==> src/rtl/display_arbiter.sv <==
// -----------------------------------------------------------------------------
// display_arbiter
//
// Shares one 3-digit sequential display controller between three requesters.
// A round-robin pointer picks the next requester in IDLE. The chosen value is
// latched and a one-cycle start pulse is sent to the controller. The block then
// waits in BUSY for the controller's completion pulse, or gives up after
// TIMEOUT BUSY cycles. An optional blank GAP follows each job before the next
// arbitration.
//
// Parameters
//   GAP_CYCLES  blank cycles between consecutive jobs (0 = none)
//   TIMEOUT     maximum BUSY cycles to wait for disp_done (2..65535)
//
// Ports
//   clk           single clock, rising edge
//   rst           synchronous, active-high reset
//   req[2:0]      level requests, held until the matching ack
//   value0..2     number to display for requester 0/1/2
//   disp_done     one-cycle completion pulse from the display controller
//   disp_trigger  one-cycle start pulse to the display controller
//   disp_value    value presented to the display controller
//   grant[2:0]    one-hot owner of the current job, zero when no job is active
//   ack[2:0]      one-cycle pulse to the served requester on completion
//   err           one-cycle pulse when a job is aborted by timeout
//   busy          high whenever the FSM is not in IDLE
// -----------------------------------------------------------------------------
module display_arbiter #(
  parameter int GAP_CYCLES = 4,
  parameter int TIMEOUT    = 1024
) (
  input  logic       clk,
  input  logic       rst,
  input  logic [2:0] req,
  input  logic [7:0] value0,
  input  logic [7:0] value1,
  input  logic [7:0] value2,
  input  logic       disp_done,
  output logic       disp_trigger,
  output logic [7:0] disp_value,
  output logic [2:0] grant,
  output logic [2:0] ack,
  output logic       err,
  output logic       busy
);

  typedef enum logic [1:0] {
    S_IDLE = 2'd0,
    S_BUSY = 2'd1,
    S_GAP  = 2'd2
  } state_t;

  localparam int              GW       = (GAP_CYCLES > 1) ? $clog2(GAP_CYCLES) : 1;
  localparam logic [GW-1:0]   GAP_LAST = GW'((GAP_CYCLES > 0) ? GAP_CYCLES - 1 : 0);
  localparam logic [15:0]     TO_LAST  = 16'(TIMEOUT - 1);

  // Modulo-3 increment for the round-robin pointer and the candidate order.
  function automatic logic [1:0] inc3(input logic [1:0] p);
    return (p == 2'd2) ? 2'd0 : p + 2'd1;
  endfunction

  state_t          r_state;
  logic [1:0]      r_ptr;
  logic [1:0]      r_owner;
  logic [15:0]     r_to_cnt;
  logic [GW-1:0]   r_gap_cnt;
  logic            r_trig;
  logic [7:0]      r_value;
  logic [2:0]      r_grant;
  logic [2:0]      r_ack;
  logic            r_err;
  logic            r_busy;

  logic [1:0]      w_cand1;
  logic [1:0]      w_cand2;
  logic            w_win_valid;
  logic [1:0]      w_win_idx;
  logic [7:0]      w_win_value;
  logic            w_done_ok;
  logic            w_timeout;

  // Candidates in search order: ptr, ptr+1, ptr+2 (mod 3).
  assign w_cand1 = inc3(r_ptr);
  assign w_cand2 = inc3(w_cand1);

  // NOTE: every signal written in always_comb gets a default first so no
  // path can leave it unassigned and infer a latch.
  always_comb begin
    w_win_valid = 1'b0;
    w_win_idx   = r_ptr;
    if (req[r_ptr]) begin
      w_win_valid = 1'b1;
      w_win_idx   = r_ptr;
    end else if (req[w_cand1]) begin
      w_win_valid = 1'b1;
      w_win_idx   = w_cand1;
    end else if (req[w_cand2]) begin
      w_win_valid = 1'b1;
      w_win_idx   = w_cand2;
    end
  end

  always_comb begin
    w_win_value = 8'd0;
    case (w_win_idx)
      2'd0:    w_win_value = value0;
      2'd1:    w_win_value = value1;
      2'd2:    w_win_value = value2;
      default: w_win_value = 8'd0;
    endcase
  end

  // A done pulse coincident with the start pulse belongs to a previous
  // controller operation, so it is not accepted.
  assign w_done_ok = disp_done & ~r_trig;
  assign w_timeout = (r_to_cnt == TO_LAST);

  // NOTE: sequential state uses non-blocking assignments only, so every
  // register samples the values from before the clock edge.
  always_ff @(posedge clk) begin
    // NOTE: reset is synchronous and clears every register, including the
    // latched display value, so a mid-job abort leaves no stale data visible.
    if (rst) begin
      r_state   <= S_IDLE;
      r_ptr     <= 2'd0;
      r_owner   <= 2'd0;
      r_to_cnt  <= 16'd0;
      r_gap_cnt <= '0;
      r_trig    <= 1'b0;
      r_value   <= 8'd0;
      r_grant   <= 3'b000;
      r_ack     <= 3'b000;
      r_err     <= 1'b0;
      r_busy    <= 1'b0;
    end else begin
      // Pulse outputs default low; the FSM raises them for a single cycle.
      r_trig <= 1'b0;
      r_ack  <= 3'b000;
      r_err  <= 1'b0;

      case (r_state)
        S_IDLE: begin
          if (w_win_valid) begin
            r_state  <= S_BUSY;
            r_busy   <= 1'b1;
            r_owner  <= w_win_idx;
            r_grant  <= 3'b001 << w_win_idx;
            r_value  <= w_win_value;
            r_trig   <= 1'b1;
            r_to_cnt <= 16'd0;
          end
        end

        S_BUSY: begin
          if (w_done_ok || w_timeout) begin
            // Completion takes precedence over a simultaneous timeout.
            if (w_done_ok) begin
              r_ack <= r_grant;
            end else begin
              r_err <= 1'b1;
            end
            r_grant <= 3'b000;
            r_ptr   <= inc3(r_owner);
            if (GAP_CYCLES == 0) begin
              r_state <= S_IDLE;
              r_busy  <= 1'b0;
            end else begin
              r_state   <= S_GAP;
              r_gap_cnt <= GAP_LAST;
            end
          end else begin
            r_to_cnt <= r_to_cnt + 16'd1;
          end
        end

        S_GAP: begin
          // Counter was loaded with GAP_CYCLES-1, so GAP lasts GAP_CYCLES cycles.
          if (r_gap_cnt == '0) begin
            r_state <= S_IDLE;
            r_busy  <= 1'b0;
          end else begin
            r_gap_cnt <= r_gap_cnt - 1'b1;
          end
        end

        default: begin
          r_state <= S_IDLE;
          r_busy  <= 1'b0;
          r_grant <= 3'b000;
        end
      endcase
    end
  end

  assign disp_trigger = r_trig;
  assign disp_value   = r_value;
  assign grant        = r_grant;
  assign ack          = r_ack;
  assign err          = r_err;
  assign busy         = r_busy;

endmodule

==> config.mk <==
export PLATFORM = sky130hd
export DESIGN_NAME = display_arbiter
export DESIGN_NICKNAME = d
export VERILOG_FILES = /design/src/rtl/display_arbiter.sv
export SDC_FILE = /design/constraint.sdc
export NUM_CORES = 1
export LEC_CHECK = 0
export CORE_ASPECT_RATIO = 2
export CORE_MARGIN = 3
export CORE_UTILIZATION = 45
export CTS_CLUSTER_DIAMETER = 100
export CTS_CLUSTER_SIZE = 16
export DETAILED_ROUTE_END_ITERATION = 10
export GPL_TIMING_DRIVEN = 0
export PLACE_DENSITY = 0.74
export SYNTH_ARGS = -nofsm -noshare
export SYNTH_HDL_FRONTEND = slang
export SYNTH_SLANG_ARGS = --single-unit
==> constraint.sdc <==
create_clock -name clk -period 1.8 [get_ports clk]
set_clock_uncertainty 0.2 [all_clocks]
set_input_delay 0.36 -clock clk [delete_from_list [all_inputs] [get_ports clk]]
set_output_delay 0.36 -clock clk [all_outputs]
set_load 0.005 [all_outputs]
==> summary by stage <==
Route
The total number of vias is between 1,500 and 2,000. In the final routed layout, each cell accounts on average for about 16 µm. After detailed routing, the number of vias per cell comes to ~5.5. The violation count after the first detailed-routing iteration is 23. The total wire length is 5490 µm. In this run the remaining antenna-violating nets after routing total 0. The detailed-router iteration count before antenna repair is 4. For this run, design rule violations remaining after detail routing come to 0.

Die
The full die area is approximately 0.0054 mm². The area inside the core boundary is about 0.0043 mm². For this configuration, the core starts out at a cell density of 0.470. From bottom edge to top edge, the die measures approximately 100 µm. In this run the count of I/O pins placed on the die edge is 47. The number of cell rows is 34. The width of the chip is between 50 and 60 µm.

Layout
The repair_antennas step left the layout with diodes totalling 0. The final layout contains ~330 nets. The finished cells cover between 0.003 and 0.004 mm². The layout overhead on the synthesized area is 49.0%. The commonest non-fill, non-tap cell in the layout is sky130_fd_sc_hd__clkdlybuf4s50_1.

The fraction of final layout cells with drive strength greater than 1 is 0.290. The library cells used most frequently in the layout, excluding fill and tap cells, are sky130_fd_sc_hd__clkdlybuf4s50_1 (43), sky130_fd_sc_hd__dfxtp_1 (27), sky130_fd_sc_hd__nand2_1 (20). At the end of the flow the core is filled with cells to 0.700. The number of standard cells in the final layout excluding fillers is 354.

Worst setup path
Data on the critical path arrives at its endpoint at around 1900 ps. In this run the worst setup path begins at r_to_cnt[1]$_SDFFE_PP0P_. STA classifies the critical path endpoint as a register. Data on the critical path is required at its endpoint by roughly 1800 ps. The kind of critical path is reg -> reg. In this run the worst setup path terminates at r_to_cnt[1]$_SDFFE_PP0P_. The library cell contributing the largest single delay on the critical path is sky130_fd_sc_hd__dfxtp_2. The critical path launch point type is a register.

The register-to-register path setup slack is -40 ps. The peak fanout along the critical path is 6. In this run the critical register-to-register path is launched from r_to_cnt[1]$_SDFFE_PP0P_.

For the worst flop-to-flop path, the logic depth is 7. Traced cell by cell, the critical path runs through ha_4 -> nor3b_4 -> nand4_4 -> a31oi_4 -> buf_6 -> nor2_4 -> o32ai_2. The capture point of the worst reg-to-reg path is r_to_cnt[1]$_SDFFE_PP0P_. The highest cell delay on the worst timing path is 370 ps.

Timing
In the final timing run, aggregate negative setup slack is -91.4 ps. Setup repair after global routing could not meet its margin everywhere. The fraction of the cycle the final worst path needs is 1.02. Hold is met by about 280 ps.

The final count of pins violating max slew is 0. In this run the tightest slew margin relative to its limit is 0.651. After layout, the worst setup slack is -35.3 ps. The final critical delay including setup and external delays is 1840 ps. The final number of setup-violating endpoints is 7. The final count of hold timing violations was 0. The transition time at the pin with the least slew margin is 522 ps. Derived from the worst setup path, the maximum achievable clock frequency is about 540 MHz.

Placement
In this run, placement finished with an instance count of 330. After legalization and detailed placement, the total HPWL measured approximately 3800 µm. Before CTS, the worst setup slack after placement is -709 ps. At the end of routability-driven placement, the weighted congestion stood at 0.734. The count of buffers added on input and output ports is 46. The area after detailed placement is roughly 0.0026 mm².

Worst hold path
The class of the tightest hold or removal check is reg -> reg.

Clocking
The clock edge transition at the registers on the reported setup and hold paths is approximately 90 ps. The clock tree synthesis step divided the H-tree into 2 levels. The longest clock path from root to sink contains 2 buffers. The clock sink count is 41. In this run the clock root is driven by a sky130_fd_sc_hd__clkbuf_8.

The number of clock buffers added by TritonCTS is 5. The TritonCTS clock tree is yes. At the later pin of the worst-skew pair, clock insertion delay measures slightly above 300 ps.

Hold repair after CTS inserted 0 buffers.

Global routing
The total routing resource utilization after global routing is 0.221. The largest net degree at the start of global routing is 15. The initial antenna violation count is 0. The first global-routing pass estimated between 8000 and 9000 µm of wire. The total congestion overflow is 0.

The number of global-route vias before repair is between 1,500 and 2,000.

Synthesis
Of the total synthesized cell area, the portion taken by AND, OR, NAND and NOR gates is 0.285. After synthesis the netlist holds a flip-flop and latch count of between 40 and 50. Of the total synthesized cell area, the portion taken by full adders, half adders and majority gates is 0.0123. The most used flip-flop cell after synthesis is sky130_fd_sc_hd__dfxtp_1. After synthesis, the netlist uses 49 different library cells. Of the synthesized area, sequential elements account for 0.403. The multiplexer share of the synthesized area is 0.0442. During synthesis, Yosys emitted a total of 0 warnings.

By area, the combinational part of the netlist is dominated by simple AND/OR/NAND/NOR gates. The mapped cell area is just over 0.002 mm². The post-synthesis compound-gate area fraction is 0.182. The share of flip-flops with an asynchronous set or reset after synthesis is 0. The number of enable flip-flop cells after synthesis is 0.

The synthesized area divided by synthesized cell count is roughly 8.9 µm². Of the total synthesized cell area, the portion taken by XOR and XNOR cells is 0.0301. The number of instances in the synthesized netlist is 230. The net count of the mapped netlist is around 260.

Pwr
For this design the static power due to leakage is a little over 1 nW. The peak supply drop is roughly 0.00088 V. The total power is 2.27 mW. For this design the ratio of total power to cell area is 747 mW/mm².

Run status
The run finished, with violations left. The final reports fail on negative setup slack.

Flow run
The max-cap violation count is 0.
worst min path at each step:
stage,startpoint,to,slack [ps],cells after the start
after floorplan,r_gap_cnt[0]$_SDFFE_PP0P_,r_gap_cnt[0]$_SDFFE_PP0P_,250,2
after global placement,disp_value[0]$_SDFFE_PP0P_,disp_value[0]$_SDFFE_PP0P_,250,2
after detailed placement,disp_value[0]$_SDFFE_PP0P_,disp_value[0]$_SDFFE_PP0P_,270,2
after CTS,disp_value[0]$_SDFFE_PP0P_,disp_value[0]$_SDFFE_PP0P_,280,2
after global routing,r_to_cnt[9]$_SDFFE_PP0P_,r_to_cnt[9]$_SDFFE_PP0P_,290,2
final,disp_value[0]$_SDFFE_PP0P_,disp_value[0]$_SDFFE_PP0P_,280,2
power by group:
part           switching (mW)  internal [mW]  leakage (nW)
logic                   0.228          0.271         0.643
clock network           0.350          0.415        0.0543
registers              0.0450          0.961         0.341
routing by layer:
| layer | track usage | vias up | share of wire |
|---|---|---|---|
| met3 | 0.0412 | 13 | 0.036 |
| met4 | 0.120 | 0 | 0.030 |
| met5 | 0 | - | 0 |
| li1 | - | 979 | - |
| met2 | 0.404 | 56 | 0.59 |
| met1 | 0.223 | 904 | 0.35 |
sequential cells by signal, indices dropped and copies added (netlist names):
name,flops
ack,3
busy,1
disp_trigger,1
disp_value,8
err,1
grant,3
r_gap_cnt,2
r_owner,2
r_ptr,2
r_state,2
r_to_cnt,16
repair_timing:
item,4_1_cts,5_1_grt
setup buffers,11,5
resized for setup,32,40
endpoints found under the setup margin,39,33
pin swaps,12,30
cloned,2,0
synth_stat cells (2+ instances only):
| cell type | instances | area, µm² |
|---|---|---|
| sky130_fd_sc_hd__a211oi_1 | 2 | 15.0 |
| sky130_fd_sc_hd__a21o_1 | 2 | 15.0 |
| sky130_fd_sc_hd__a21oi_1 | 15 | 75.1 |
| sky130_fd_sc_hd__a21oi_2 | 2 | 17.5 |
| sky130_fd_sc_hd__and2_1 | 3 | 18.8 |
| sky130_fd_sc_hd__and4_1 | 3 | 26.3 |
| sky130_fd_sc_hd__buf_2 | 4 | 20.0 |
| sky130_fd_sc_hd__buf_4 | 2 | 15.0 |
| sky130_fd_sc_hd__dfxtp_1 | 41 | 821 |
| sky130_fd_sc_hd__ha_1 | 2 | 25.0 |
| sky130_fd_sc_hd__inv_1 | 9 | 33.8 |
| sky130_fd_sc_hd__mux2i_1 | 9 | 90.1 |
| sky130_fd_sc_hd__nand2_1 | 20 | 75.1 |
| sky130_fd_sc_hd__nand2b_1 | 6 | 37.5 |
| sky130_fd_sc_hd__nand3_1 | 15 | 75.1 |
| sky130_fd_sc_hd__nand3b_1 | 4 | 30.0 |
| sky130_fd_sc_hd__nand4_1 | 5 | 31.3 |
| sky130_fd_sc_hd__nor2_1 | 20 | 75.1 |
| sky130_fd_sc_hd__nor2b_1 | 3 | 18.8 |
| sky130_fd_sc_hd__nor3_1 | 3 | 15.0 |
| sky130_fd_sc_hd__nor3b_1 | 2 | 15.0 |
| sky130_fd_sc_hd__nor4_1 | 2 | 12.5 |
| sky130_fd_sc_hd__o211ai_1 | 9 | 67.6 |
| sky130_fd_sc_hd__o21ai_0 | 4 | 20.0 |
| sky130_fd_sc_hd__o21ai_1 | 3 | 15.0 |
| sky130_fd_sc_hd__o22ai_1 | 2 | 12.5 |
| sky130_fd_sc_hd__o31ai_1 | 3 | 22.5 |
| sky130_fd_sc_hd__or2_2 | 2 | 12.5 |
| sky130_fd_sc_hd__or3_1 | 6 | 37.5 |
| sky130_fd_sc_hd__or4_1 | 2 | 15.0 |
| sky130_fd_sc_hd__xor2_1 | 7 | 61.3 |
worst max-delay path, delay by kind of cell, from the launching register on:
| kind | cells | cell delay, ps |
|---|---|---|
| and+or+nand+nor | 3 | 410 |
| adders and majority gates | 1 | 140 |
| buffers and inverters | 1 | 170 |
| DFF | 1 | 370 |
| AOI/OAI and AO/OA | 2 | 460 |
kinds of logic (layout without fill, tap and decap cells):
family / after synthesis / count (layout)
mux: 9 / 9
simple gates: 102 / 102
flops: 41 / 41
buf+inv: 18 / 88
xor+xnor: 7 / 7
compound gates: 51 / 51
fa+ha+maj: 2 / 2
final cells by class:
cell class | instances | area [µm²]
multi-input combinational | 171 | 1310
fill | 347 | 1300
sequential | 41 | 841
timing repair buffer | 64 | 604
clock buffer | 5 | 68.8
tap | 54 | 67.6
buffer | 7 | 66.3
clock inverter | 3 | 46.3
inverter | 9 | 33.8
Note: power is estimated with default switching activity, not from simulation.
